--- src/rtl/sram_wb_bridge.sv ---
// SRAM-style CPU data port to Wishbone B3 classic single-cycle master.
// Stalls the core until ack, error or timeout; errors give a one-cycle pulse.
module sram_wb_bridge #(
  parameter int TIMEOUT = 255
) (
  input  logic        clk,
  input  logic        rst,
  input  logic        sram_ce_i,
  input  logic        sram_we_i,
  input  logic [31:0] sram_addr_i,
  input  logic [3:0]  sram_sel_i,
  input  logic [31:0] sram_data_i,
  output logic [31:0] sram_data_o,
  output logic        stall_o,
  output logic        bus_err_o,
  output logic        wb_cyc_o,
  output logic        wb_stb_o,
  output logic        wb_we_o,
  output logic [31:0] wb_adr_o,
  output logic [3:0]  wb_sel_o,
  output logic [31:0] wb_dat_o,
  input  logic [31:0] wb_dat_i,
  input  logic        wb_ack_i,
  input  logic        wb_err_i
);

  typedef enum logic [1:0] {
    IDLE,
    BUSY,
    DONE
  } state_t;

  localparam logic [9:0] TO = 10'(TIMEOUT);

  state_t      state_q, state_d;
  logic        cyc_q, cyc_d;
  logic        we_q, we_d;
  logic [31:0] adr_q, adr_d;
  logic [3:0]  sel_q, sel_d;
  logic [31:0] dat_q, dat_d;
  logic [31:0] rdata_q, rdata_d;
  logic [9:0]  cnt_q, cnt_d;
  logic        err_q, err_d;

  always_comb begin
    state_d = state_q;
    cyc_d   = cyc_q;
    we_d    = we_q;
    adr_d   = adr_q;
    sel_d   = sel_q;
    dat_d   = dat_q;
    rdata_d = rdata_q;
    cnt_d   = cnt_q;
    err_d   = 1'b0;
    unique case (state_q)
      IDLE: begin
        cnt_d = '0;
        if (sram_ce_i) begin
          we_d    = sram_we_i;
          adr_d   = {sram_addr_i[31:2], 2'b00};
          sel_d   = sram_sel_i;
          dat_d   = sram_data_i;
          cyc_d   = 1'b1;
          state_d = BUSY;
        end
      end
      BUSY: begin
        cnt_d = cnt_q + 10'd1;
        // Error beats a simultaneous ack
        if (wb_err_i || cnt_d == TO) begin
          rdata_d = '0;
          err_d   = 1'b1;
          cyc_d   = 1'b0;
          state_d = DONE;
        end else if (wb_ack_i) begin
          if (!we_q) rdata_d = wb_dat_i;
          cyc_d   = 1'b0;
          state_d = DONE;
        end
      end
      DONE: begin
        state_d = IDLE;
      end
      default: begin
        state_d = IDLE;
        cyc_d   = 1'b0;
      end
    endcase
  end

  always_ff @(posedge clk or posedge rst) begin
    if (rst) begin
      state_q <= IDLE;
      cyc_q   <= 1'b0;
      we_q    <= 1'b0;
      adr_q   <= '0;
      sel_q   <= '0;
      dat_q   <= '0;
      rdata_q <= '0;
      cnt_q   <= '0;
      err_q   <= 1'b0;
    end else begin
      state_q <= state_d;
      cyc_q   <= cyc_d;
      we_q    <= we_d;
      adr_q   <= adr_d;
      sel_q   <= sel_d;
      dat_q   <= dat_d;
      rdata_q <= rdata_d;
      cnt_q   <= cnt_d;
      err_q   <= err_d;
    end
  end

  assign stall_o     = (state_q == IDLE && sram_ce_i) || state_q == BUSY;
  assign bus_err_o   = err_q;
  assign sram_data_o = rdata_q;
  assign wb_cyc_o    = cyc_q;
  assign wb_stb_o    = cyc_q;
  assign wb_we_o     = we_q;
  assign wb_adr_o    = adr_q;
  assign wb_sel_o    = sel_q;
  assign wb_dat_o    = dat_q;

endmodule

--- config.mk ---
export PLATFORM = sky130hd
export DESIGN_NAME = sram_wb_bridge
export DESIGN_NICKNAME = d
export VERILOG_FILES = /design/src/rtl/sram_wb_bridge.sv
export SDC_FILE = /design/constraint.sdc
export NUM_CORES = 1
export LEC_CHECK = 0
export ABC_CLOCK_PERIOD_IN_PS = 6600
export CORE_MARGIN = 2
export CORE_UTILIZATION = 30
export DETAILED_ROUTE_END_ITERATION = 8
export PLACE_DENSITY_LB_ADDON = 0.2
export RECOVER_POWER = 100
export SETUP_SLACK_MARGIN = 0.4
export SLEW_MARGIN = 5
export SYNTH_ARGS = -nofsm -noshare
export SYNTH_HDL_FRONTEND = slang
export SYNTH_SLANG_ARGS = --single-unit
--- constraint.sdc ---
create_clock -name clk -period 6.6 [get_ports clk]
set_input_delay 0.99 -clock clk [delete_from_list [all_inputs] [get_ports clk]]
set_output_delay 0.99 -clock clk [all_outputs]
set_load 0.01 [all_outputs]
==> metrics.md <==
| Metric | Value |
|---|---|
| Kind of end point of the critical path | `async pin` |
| Final setup margin | `2.552 ns` |
| First-pass GRT wire length | `21,580 um` |
| Period utilization | `61.34%` |
| Num Clock Sinks | `113` |
| Max Freq | `247.0 MHz` |
| Setup-failing EPs final | `0` |
| Final ANT Viol Nets | `0` |
| Fin. Hold Viols | `0` |
| Initial Util | `30.67%` |
| Critical path arrival | `4.32 ns` |
| 1st-pass router iterations | `4` |
| Post-synth EDFFs | `0` |
| Leak | `0.003075 uW` |
| Area Overhead vs Synth | `57.16%` |
| Dominant synthesized flop cell | `dfrtp_1` |
| Initial antenna violation count | `0` |
| Peak supply drop | `about 0.22 mV` |
| Core Box Area | `0.01589 mm^2` |
| Max incr delay on CP | `1.47 ns` |
| GP Congestion | `around 0.84` |
| Routed vias/inst | `4.689` |
| Worst Hold Class | `reg2reg` |
| Root buffer cell | `clkbuf_16` |
| Mapped Area | `0.004872 mm^2` |
| Worst Hold Launch | `wb_dat_o[25]` |
| Via count | `roughly 3.7k` |
| Antenna diodes | `0` |
| CP cell instances | `dlygate4sd3_1, clkinvlp_2, clkbuf_2` |
| Critical Path Start | `rst` |
| Reg area | `0.002828 mm^2` |
| Sequential fraction of the synthesis area | `58.04%` |
| Die area | `about 0.017 mm^2` |
| Input/output buffers | `roughly 210` |
| CP Max Fanout | `roughly 60` |
| TritonCTS buffer count | `17` |
| Pwr Total | `approximately 3100 uW` |
| R2r worst-path depth | `8` |
| Synth warnings | `0` |
| CTS resizes | `0` |
| CP required | `6.88 ns` |
| WHS | `0.4961 ns` |
| H-tree levels | `4` |
| Max-slew violations | `93` |
| Final design utilization | `48.20%` |
| IO Pins | `211` |
| Final net count | `670` |
| Longest Clk Path Bufs | `2` |
| Largest net degree at the start of global routing | `66` |
| Startpoint types | `input pin` |
| DR WL/cell | `16.30 um` |
| Total negative setup slack | `0 ns` |
| Tot GR Track Use | `15.67%` |
| Die span in x | `131.4 um` |
| CP delay by family, top | `buffers and inverters` |
| R2R Path End | `sram_data_o[31]` |
| Detailed Route Iter0 Violations | `154` |
| Slowest cell on crit path | `clkinvlp_2` |
| Synth async-reset ratio | `100.0%` |
| Reg clk slew, reported paths | `0.06 ns` |
| Run status | `finished, violations left` |
| MaxCap Viol Count | `2` |
| HPWL after detailed placement | `8832 um` |
| Die Y | `131.4 um` |
| Synth cell types | `47` |
| Pwr dens | `405.2 mW/mm^2` |
| Mapped Cells | `357` |
| Drt drc | `0` |
| Slew headroom | `-73.51%` |
| CP endpoint | `wb_dat_o[13]` |
| Unrepaired setup endpoints after global routing | `false` |
| # Post-CTS Setup Buffers | `0` |
| R2r startpoint | `cnt_q[0]` |
| Worst-margin pin slew | `2.588 ns` |
| Place WS | `3.302 ns` |
| Overflow after GRT | `0` |
| R2R setup slack | `approximately 3.3 ns` |
| Final min period | `4.048 ns` |
| Vias in the first global route | `4,122` |
| Overall routed net length | `between 10,000 and 15,000 um` |
| CTS tree | `yes` |
| Failing checks | `max-capacitance violations, max-slew violations` |
| Share of cells above drive strength 1 | `22.09%` |
| Fillers | `~1.4k` |
| Critical Path Stages | `3` |
| Hold Buf Count CTS | `0` |
| Worst path bufs/invs | `3` |
| Site Rows | `46` |
| Skew final | `0.008566 ns` |
| Number of synthesized register bits | `around 110` |
| Later-pin clock latency in the skew report | `0.41 ns` |
| Post-Syn Area per Cell | `about 14 um^2` |
| Area of the multi-input gates | `0.001849 mm^2` |
| Setup CP Type | `in2async` |
==> flip-flops by register name (all words and copies together) (netlist names) <==
name,cells
wb_cyc_o,1
wb_dat_o,32
sram_data_o,32
wb_sel_o,4
bus_err_o,1
wb_adr_o,30
state_q,2
wb_we_o,1
cnt_q,10
==> cell families (layout without fill, tap and decap cells) <==
family | count (synthesis) | in the layout | share of synthesized area (%)
AO/OA/AOI/OAI | 62 | 62 | 11.76
XOR/XNOR | 1 | 1 | 0.1798
adder cells (fa/ha/maj) | 2 | 2 | 0.5135
buffers and inverters | 28 | 245 | 3.569
flip-flops | 113 | 113 | 58.04
multiplexers | 67 | 67 | 15.49
other | 1 | 2 | 0.07697
AND/OR/NAND/NOR | 83 | 83 | 10.38
==> final cells by class <==
type                       instances  share of cell area [%]
clock buffer                      20                   5.964
inverter                           3                  0.1634
sequential                       113                   36.93
timing repair buffer             210                   27.24
multi-input combinational        217                   24.15
clock inverter                    12                   2.026
tap                              216                   3.529
==> routing by layer <==
metal	vias to the layer above	part of all wire (%)	global-route usage, %
met5	-	0	0
met4	0	1.2	5.012
met3	9	12	9.298
met2	163	44	23.65
met1	1822	43	18.67
li1	1715	-	-
==> where the power goes <==
group          leakage, uW  switching [uW]  internal, uW  total (uW)
Clock             0.000297             331           616         946
Combinational      0.00147             421           637        1060
Sequential         0.00131             151           948        1100
Total              0.00308             902          2200        3100
==> worst min-delay path by stage <==
stage	end	slack, ns	cells after the start
3_5_place_dp	wb_dat_o[26]	0.49	1
6_report	wb_dat_o[25]	0.50	1
2_1_floorplan	cnt_q[9]	0.48	1
4_1_cts	wb_dat_o[31]	0.51	1
5_1_grt	wb_dat_o[24]	0.52	1
3_3_place_gp	wb_dat_o[22]	0.49	1
==> per-stage QoR <==
stage                     std cells  instance area (um^2)
after floorplan                 358                  4876
after global placement          759                  7083
after detailed placement        759                  7083
after CTS                       791                  7695
after global routing            791                  7657
final                           791                  7657
==> cells in the final DEF (no fill, tap or decap), drive strengths merged, types with 2 or more instances in the layout <==
master,n
buf,2
ha,2
o31ai,5
a21oi,3
a221o,32
nand2,20
dfrtp,113
nand3,3
o21ai,8
dlygate4sd3,105
nor3,2
mux2,67
inv,5
a211oi,3
and2,34
nand3b,2
clkinv,4
clkbuf,22
nand4,3
nor2b,5
conb,2
clkinvlp,3
bufinv,3
clkdlybuf4s50,101
and3,3
a21o,5
nor2,6
==> synthesized netlist by cell type, drive strengths merged, types with 2 or more instances <==
| cell type | count | area (um^2) |
|---|---|---|
| nor3 | 2 | 10.01 |
| nand4 | 3 | 18.77 |
| inv | 3 | 11.26 |
| nor2 | 6 | 22.52 |
| o21ai | 8 | 40.03 |
| clkbuf | 10 | 41.29 |
| and3 | 3 | 18.77 |
| nand2 | 20 | 75.07 |
| a211oi | 3 | 47.55 |
| ha | 2 | 25.02 |
| nor2b | 5 | 31.28 |
| a21o | 5 | 38.79 |
| nand3b | 2 | 27.53 |
| buf | 15 | 121.4 |
| and2 | 34 | 237.7 |
| o31ai | 5 | 51.30 |
| dfrtp | 113 | 2828 |
| nand3 | 3 | 20.02 |
| mux2 | 67 | 754.5 |
| a221o | 32 | 322.8 |
| a21oi | 3 | 15.01 |
No activity file was read; power rests on OpenSTA's default activity.
